### src/rtl/mac_pkg.sv
// mac_pkg: shared types and constants for the MAC operand sequencer.
//   mac_seq_state_t : sequencer FSM states
//   MAC_ACC_MULT    : accumulator width as a multiple of the operand width
//   STALL_CNT_WIDTH : width of the optional stall counter
package mac_pkg;

  typedef enum logic [2:0] {
    IDLE   = 3'd0,
    CLEAR  = 3'd1,
    RUN    = 3'd2,
    DRAIN  = 3'd3,
    SETTLE = 3'd4,
    RESULT = 3'd5
  } mac_seq_state_t;

  localparam int MAC_ACC_MULT    = 3;
  localparam int STALL_CNT_WIDTH = 16;

endpackage

### src/rtl/mac_seq.sv
// mac_seq: operand sequencer for an external multiply-accumulate unit.
// A start command latches a pair count, clears the MAC, pulls operand pairs
// from two ready/valid streams (one MAC enable per pair) and returns the
// final accumulator on a ready/valid result port.
//
// Ports
//   clk, rst              clock; synchronous active-high reset
//   start, len            command (accepted only when idle), pair count
//   busy                  high whenever not idle
//   a_valid/a_data/a_ready  operand A stream
//   b_valid/b_data/b_ready  operand B stream
//   mac_en, mac_clr, mac_a, mac_b   drive the MAC En/Clr/Ain/Bin
//   mac_c                 MAC Cout
//   res_valid/res_data/res_ready    result stream
//   stall_cnt             RUN cycles without a fire (only with MAC_SEQ_STALL_CNT_EN)
//
// Build option: define MAC_SEQ_STALL_CNT_EN to add the stall counter.
//
// state  | meaning
// IDLE   | waiting for start
// CLEAR  | one-cycle MAC clear
// RUN    | firing operand pairs until the count reaches zero
// DRAIN  | last mac_en is on the bus
// SETTLE | mac_c is final, captured into res_data
// RESULT | res_valid held until res_ready
module mac_seq
  import mac_pkg::*;
#(
  parameter int DATA_WIDTH = 8,
  parameter int LEN_WIDTH  = 8
) (
  input  logic                               clk,
  input  logic                               rst,
  input  logic                               start,
  input  logic [LEN_WIDTH-1:0]               len,
  output logic                               busy,
  input  logic                               a_valid,
  input  logic [DATA_WIDTH-1:0]              a_data,
  output logic                               a_ready,
  input  logic                               b_valid,
  input  logic [DATA_WIDTH-1:0]              b_data,
  output logic                               b_ready,
  output logic                               mac_en,
  output logic                               mac_clr,
  output logic [DATA_WIDTH-1:0]              mac_a,
  output logic [DATA_WIDTH-1:0]              mac_b,
  input  logic [MAC_ACC_MULT*DATA_WIDTH-1:0] mac_c,
  output logic                               res_valid,
  output logic [MAC_ACC_MULT*DATA_WIDTH-1:0] res_data,
  input  logic                               res_ready
`ifdef MAC_SEQ_STALL_CNT_EN
  ,
  output logic [STALL_CNT_WIDTH-1:0]         stall_cnt
`endif
);

  mac_seq_state_t       state_q, state_d;
  logic [LEN_WIDTH-1:0] rem_q;
  logic                 fire;
  logic                 accept;

  assign accept = (state_q == IDLE) && start;
  // Both streams are consumed together so a pair is never split.
  assign fire   = (state_q == RUN) && a_valid && b_valid;

  always_comb begin
    state_d   = state_q;
    busy      = (state_q != IDLE);
    a_ready   = fire;
    b_ready   = fire;
    mac_clr   = (state_q == CLEAR);
    res_valid = (state_q == RESULT);
    unique case (state_q)
      IDLE:    if (start) state_d = CLEAR;
      CLEAR:   state_d = (rem_q == '0) ? SETTLE : RUN;
      RUN:     if (fire && (rem_q == LEN_WIDTH'(1))) state_d = DRAIN;
      DRAIN:   state_d = SETTLE;
      SETTLE:  state_d = RESULT;
      RESULT:  if (res_ready) state_d = IDLE;
      default: state_d = IDLE;
    endcase
  end

  always_ff @(posedge clk) begin
    if (rst) begin
      state_q  <= IDLE;
      rem_q    <= '0;
      mac_en   <= 1'b0;
      mac_a    <= '0;
      mac_b    <= '0;
      res_data <= '0;
    end else begin
      state_q <= state_d;
      if (accept) rem_q <= len;
      else if (fire) rem_q <= rem_q - LEN_WIDTH'(1);
      // Operands go to the MAC one cycle after the handshake; data holds otherwise.
      mac_en <= fire;
      if (fire) begin
        mac_a <= a_data;
        mac_b <= b_data;
      end
      if (state_q == SETTLE) res_data <= mac_c;
    end
  end

`ifdef MAC_SEQ_STALL_CNT_EN
  always_ff @(posedge clk) begin
    if (rst) begin
      stall_cnt <= '0;
    end else if (accept) begin
      stall_cnt <= '0;
    end else if ((state_q == RUN) && !fire && (stall_cnt != {STALL_CNT_WIDTH{1'b1}})) begin
      stall_cnt <= stall_cnt + STALL_CNT_WIDTH'(1);
    end
  end
`endif

endmodule

### config.mk
export PLATFORM = sky130hd
export DESIGN_NAME = mac_seq
export DESIGN_NICKNAME = d
export VERILOG_FILES = /design/src/rtl/mac_pkg.sv /design/src/rtl/mac_seq.sv
export SDC_FILE = /design/constraint.sdc
export NUM_CORES = 1
export LEC_CHECK = 0
export ABC_AREA = 0
export CAP_MARGIN = 20
export CORE_ASPECT_RATIO = 0.6
export CORE_UTILIZATION = 25
export DETAILED_ROUTE_END_ITERATION = 6
export MAX_ROUTING_LAYER = met4
export PLACE_DENSITY = 0.65
export SYNTH_ARGS = -nofsm -noshare
export SYNTH_HDL_FRONTEND = slang
export SYNTH_SLANG_ARGS = --single-unit
### constraint.sdc
create_clock -name clk -period 4.88 [get_ports clk]
set_clock_uncertainty 0.1 [all_clocks]
set_input_delay 1.464 -clock clk [delete_from_list [all_inputs] [get_ports clk]]
set_output_delay 1.464 -clock clk [all_outputs]
set_load 0.01 [all_outputs]
==> results of run 1 <==
where the power goes:
group	leakage, uW	internal [uW]	switching [uW]
registers	0.000422	452	28.0
clock network	0.0000760	216	151
logic	0.000609	110	96.9
kinds of logic (layout without fill, tap and decap cells):
family / Yosys count / after routing / synth area share [%]
AND/OR/NAND/NOR: 113 / 113 / 24.04
multiplexers: 3 / 3 / 1.522
adder cells (fa/ha/maj): 2 / 2 / 1.217
AO/OA/AOI/OAI: 59 / 59 / 16.37
XOR/XNOR: 2 / 2 / 0.8523
buffers and inverters: 25 / 113 / 5.356
flip-flops: 52 / 52 / 50.64
worst min-delay path, cell delays in order, from the launching register on:
cell	delay, ps
dfxtp_1	310
nand2_1	50
a21oi_1	50
routing by layer:
layer / global-route usage, % / wire [um] / vias up
li1: - / - / 1024
met5: - / 0 / -
met3: 4.796 / 462 / 10
met4: 4.641 / 64 / 0
met2: 19.06 / 2284 / 85
met1: 19.85 / 2962 / 858
worst max path at each step:
stage / slack [ps] / to / cells past startpoint
final: 280 / a_ready / 5
after floorplan: 980 / b_ready / 5
after global routing: 210 / a_ready / 5
after CTS: 280 / a_ready / 5
after detailed placement: 300 / a_ready / 5
after global placement: 290 / b_ready / 5
metrics by stage:
stage | total power (uW) | hold slack, ps | utilization [%]
after global routing | 1109 | 370.8 | 41.11
final | 1053 | 354.8 | 41.11
after floorplan | 593.5 | 360.9 | -
after CTS | 1071 | 356.9 | 41.11
after global placement | 691.4 | 341.2 | 39.18
after detailed placement | 694.9 | 347.5 | 39.18
flip-flops by register name, indices dropped and copies added, names as in the netlist:
register / cells
res_data: 24
mac_a: 8
mac_b: 8
rem_q: 8
state_q: 3
mac_en: 1
synthesized netlist by cell type, types with 2 or more instances:
cell type	instances	share of area [%]
nand2_1	87	16
dfxtp_1	52	51
a21oi_1	44	11
clkbuf_1	13	2.4
nor2_1	6	1.1
nor3_1	6	1.5
a31oi_1	4	1.2
buf_2	4	0.97
inv_1	4	0.73
a211oi_1	3	1.1
buf_4	3	1.1
and2_1	2	0.61
ha_1	2	1.2
mux2i_1	2	0.97
nand2b_1	2	0.61
o311ai_1	2	0.85
xor2_1	2	0.85
cell type report:
type,count,area (um^2),share of cell area (%)
clock buffers,7,152.6,4.692
repair buffers,101,1001,30.77
flip-flops and latches,52,1041,32.00
inverters,5,18.77,0.5769
well taps,108,135.1,4.154
multi-input cells,179,904.6,27.81
==> results.md, run 1 <==
* Synth cell types at 35
* Kind of critical path: input port to output pin
* Postcts setup bufs at 0
* Most frequent cells in the layout: clkdlybuf4s50_1 (98), nand2_1 (87), dfxtp_1 (52)
* Hold Path Sink: res_data[14]
* Critical Path Fanout Max at 3
* Commonest non-fill, non-tap cell in the layout: clkdlybuf4s50_1
* Syn nets at approximately 310
* Pleak at 0.001106 uW
* Yosys warns at 0
* CTS tree: done
* Total CTS buffers at 5
* First-pass GRT wire length at a little over 9 mm
* Worst-path cell chain: clkdlybuf4s50_1 > nor4bb_4 > nand2_2 > inv_2 > clkdlybuf4s50_1
* CP top delay family: buffers and inverters
* Pre-CTS WS at 295.7 ps
* Row cnt at 25
* GRT Util Overall at 14.27%
* Final WL at 5.773 mm
* Status: complete, no violations
* IO buf count at 99
* Clk_lat worst skew at 290 ps
* Pin count of the biggest net entering global routing at 53
* CP startpoint kind: input port
* Die span in y at 72.24 um
* Final Cycle Share at between 90% and 100%
* Clock tree sinks at 52
* Final hold viol count at 0
* Filler instances at 791
* Worst path max stage delay at 540 ps
* Tmin final at between 4000 and 5000 ps
* Core area at 0.007914 mm^2
* DIE AREA at 0.008601 mm^2
* Cts hold-fix bufs at 0
* Critical Path Start: a_valid
* Slack of the worst reg-to-reg path at 2780 ps
* #FFs+latches synth at 52
* Sequential share of the synthesized area at a little over 50%
* Number of antenna violations at the first check in global routing at 0
* DR vias/cell at 4.374
* Worst VDD drop at 0.1176 mV
* Hold WC Path Type: flip-flop to flip-flop
* CP most frequent cell: clkdlybuf4s50_1
* Initial Util at between 20% and 30%
* CP required at 3320 ps
* Post-route cell area at about 0.0033 mm^2
* Cells after Synth at around 260
* Post-synthesis async set-or-reset flop share at 0%
* Vias at 1977
* Crit. End Element: output pin
* Slowest-stage cell, CP: clkdlybuf4s50_1
* Layout area overhead at 58.25%
* Placer Congestion at between 0.7 and 0.8
* Inst Count DP at 445
* DP Area at 0.003100 mm^2
* Crit path DAT at 3030 ps
* Post-route setup TNS at 0 ps
* DRC viols at 0
* Die Wd at 119.1 um
* Post-Synthesis Cell Area at 0.002056 mm^2
* Power Dens Cells at 323.7 mW/mm^2
* Layout cells sized above 1 at 4.070%
* Main synth FF type: dfxtp_1
* Final net count at 400
* Post-synth EDFFs at 0
* Vias in the first global route at 1884
* Worst Hold Depth at 2
* Slew Viols, Final at 0
* Boundary Pins at 100
* Fmax at 217.6 MHz
* Syn Area/Cell at between 8 and 9 um^2
* Worst-margin pin slew at 1003 ps
* Deepest clock path buffer count at 2
* RSZ-0062 raised after global routing: no
* Reg2reg path depth at 6
* Pre-Repair DR Iteration Count at 4
* Clk pin slew, worst setup/hold paths at 60 ps
* Hold Startpoint: res_data[14]
* N_diodes at 0
* DR WL/cell at between 10 and 15 um
* DR iter-0 viols at between 100 and 150
* Routed Antenna Nets at 0
* RR Startpoint: state_q[0]
* FF-to-FF End: rem_q[3]
* Max_slew headroom at 33.13%
* # H-tree levels at 2
* Max-Cap Viols at 0
* CTS resizes at 0
* CTS Root Buffer Type: clkbuf_16
* Total grt overflow at 0
* Finished Layout Cells at 452
* Final setup viols at 0
* Buffers and inverters on the worst path at 3
* Final WS setup at 284.3 ps
* Hpwl dp at ~4.0 mm
Note: power is estimated with default switching activity, not from simulation.
==> inputs of run 2 (changes only) <==
CELL_PAD_IN_SITES_DETAIL_PLACEMENT = 1   (was unset)
CELL_PAD_IN_SITES_GLOBAL_PLACEMENT = 2   (was unset)
CORE_UTILIZATION = 23   (was 25)
CTS_CLUSTER_SIZE = 16   (was unset)
PLACE_DENSITY = 0.95   (was 0.65)
==> run 2 against run 1 <==
- core utilization is 3.3 points lower
- via count up 4.4%
- design area fell by 0.19%
- sequential cell count is the same
- clock-buffer cell count shrank 1
- non-clock buffer count is 1 higher
==> results.md, run 2 (synthesized netlist as in run 1, its figures left out) <==
* Status: complete, no violations (unchanged)
* Reg2reg path depth at 6 (unchanged)
* Clk_lat worst skew at 290 ps (about the same)
* Initial Util at 23.94% (was 25.98%)
* Pre-CTS WS at 212.7 ps (was 295.7 ps)
* Hold WC Path Type: flip-flop to flip-flop (unchanged)
* Hpwl dp at 4.735 mm (was 3.986 mm)
* RR Startpoint: state_q[0] (unchanged)
* Crit. End Element: output pin (unchanged)
* Register area at 0.001041 mm^2 (unchanged)
* DR vias/cell at 4.514 (was 4.374)
* Slew Viols, Final at 0 (unchanged)
* Total grt overflow at 0 (unchanged)
* Hold_ws at 352.1 ps (was 354.8 ps)
* Final setup viols at 0 (unchanged)
* Deepest clock path buffer count at 2 (unchanged)
* P_sw at 279.4 uW (was 275.7 uW)
* Slack of the worst reg-to-reg path at 2810 ps (was 2780 ps)
* Crit path DAT at 3110 ps (was 3030 ps)
* Clock tree sinks at 52 (unchanged)
* Final Cycle Share at 95.75% (was 94.17%)
* Kind of critical path: input port to output pin (unchanged)
* Die span in y at 75.23 um (was 72.24 um)
* Routed Antenna Nets at 0 (unchanged)
* CTS tree: done (unchanged)
* IO buf count at 99 (unchanged)
* N_diodes at 0 (unchanged)
* Multi-input logic area at 904.6 um^2 (unchanged)
* Reg with most FFs: res_data (unchanged)
* Filler instances at 1035 (was 791)
* DR WL/cell at 14.26 um (was 12.77 um)
* Net Sw Frac at 27.16% (was 26.18%)
* Critical Path Start: a_valid (unchanged)
* Postcts setup bufs at 0 (unchanged)
* Die Wd at 124.1 um (was 119.1 um)
* CP startpoint kind: input port (unchanged)
* DP Area at 0.003113 mm^2 (was 0.003100 mm^2)
* Boundary Pins at 100 (unchanged)
* Pleak at 0.001103 uW (was 0.001106 uW)
* Hold Startpoint: res_data[8] (was res_data[14])
* RSZ-0062 raised after global routing: no (unchanged)
* DRC viols at 0 (unchanged)
* Total CTS buffers at 5 (unchanged)
* P_int at 749.2 uW (was 777.4 uW)
* Post-route cell area at 0.003247 mm^2 (was 0.003253 mm^2)
* DIE AREA at 0.009332 mm^2 (was 0.008601 mm^2)
* Row cnt at 26 (was 25)
* Cts hold-fix bufs at 0 (unchanged)
* Final WL at 6.518 mm (was 5.773 mm)
* Final net count at 401 (was 400)
* First-pass GRT wire length at 9.998 mm (was 9.246 mm)
* DR iter-0 viols at 69 (was 144)
* Power Dens Cells at 316.8 mW/mm^2 (was 323.7 mW/mm^2)
* # H-tree levels at 2 (unchanged)
* Final WS setup at 207.2 ps (was 284.3 ps)
* Core area at 0.008588 mm^2 (was 0.007914 mm^2)
* Vias at 2063 (was 1977)
* Worst VDD drop at 0.1248 mV (was 0.1176 mV)
* Clk pin slew, worst setup/hold paths at 60 ps (about the same)
* Fmax at 214.0 MHz (was 217.6 MHz)
* Max reg flops at 24 (unchanged)
* CP required at 3320 ps (about the same)
* Pre-Repair DR Iteration Count at 4 (unchanged)
* Max_slew headroom at 32.36% (was 33.13%)
* GRT Util Overall at 14.78% (was 14.27%)
* Placer Congestion at 0.7722 (was 0.7640)
* Layout area overhead at 57.94% (was 58.25%)
* Seq pwr share at 46.7% (was 45.6%)
* Worst-margin pin slew at 1015 ps (was 1003 ps)
* Clk pwr share at 32.8% (was 34.8%)
* Final hold viol count at 0 (unchanged)
* CTS resizes at 0 (unchanged)
* Logic pwr share at 20.5% (was 19.6%)
* Layout cells sized above 1 at 4.058% (was 4.070%)
* Commonest non-fill, non-tap cell in the layout: clkdlybuf4s50_1 (unchanged)
* CTS Root Buffer Type: clkbuf_16 (unchanged)
* Critical Path Fanout Max at 8 (was 3)
* Pin count of the biggest net entering global routing at 53 (unchanged)
* Crit path to: b_ready (was a_ready)
* Tmin final at 4673 ps (was 4596 ps)
* Number of antenna violations at the first check in global routing at 0 (unchanged)
* Most frequent cells in the layout: clkdlybuf4s50_1 (98), nand2_1 (87), dfxtp_1 (52) (unchanged)
* Max-Cap Viols at 0 (unchanged)
* FF-to-FF End: rem_q[3] (unchanged)
* Vias in the first global route at 2032 (was 1884)
* Post-route setup TNS at 0 ps (unchanged)
==> run 2: worst min path at each step <==
stage / endpoint / slack [ps] / cells after the start
finish: res_data[8] / 350 / 2
floorplan: rem_q[1] / 360 / 2
CTS: res_data[8] / 360 / 2
global placement: mac_b[1] / 340 / 2
detailed placement: res_data[8] / 350 / 2
global route: res_data[13] / 380 / 2
==> run 2: area by class of cell <==
cell class / count / share of cell area [%]
clock buffer: 6 / 3.969
clock inverter: 1 / 0.1541
inverter: 5 / 0.5780
multi-input combinational: 179 / 27.86
sequential: 52 / 32.06
tap: 112 / 4.316
timing repair buffer: 102 / 31.06
==> run 2: power by group through the flow <==
stage          Sequential [uW]  Clock [uW]  Combinational (uW)
6_report                   480         338                 210
5_1_grt                    485         373                 234
4_1_cts                    480         355                 214
3_5_place_dp               490           0                 213
3_3_place_gp               488           0                 206
2_1_floorplan              482           0                 111
==> run 2: routing by layer <==
| metal | wire [um] | global-route usage [%] |
|---|---|---|
| met1 | 3084 | 18.50 |
| met4 | 38 | 3.175 |
| met2 | 2754 | 22.53 |
| met5 | 0 | - |
| met3 | 640 | 5.758 |
==> run 2: critical path: stages <==
cell and delay [ps]:
clkdlybuf4s50_1 450, nor4bb_4 350, nand2_2 110, inv_2 160, clkdlybuf4s50_1 570
==> run 2: stage by stage <==
step           util [%]  cells  power, uW
4_1_cts           37.81    457       1050
6_report          37.81    457       1029
2_1_floorplan         -    256      593.5
3_3_place_gp      36.25    450      694.1
5_1_grt           37.81    457       1092
3_5_place_dp      36.25    450      702.8
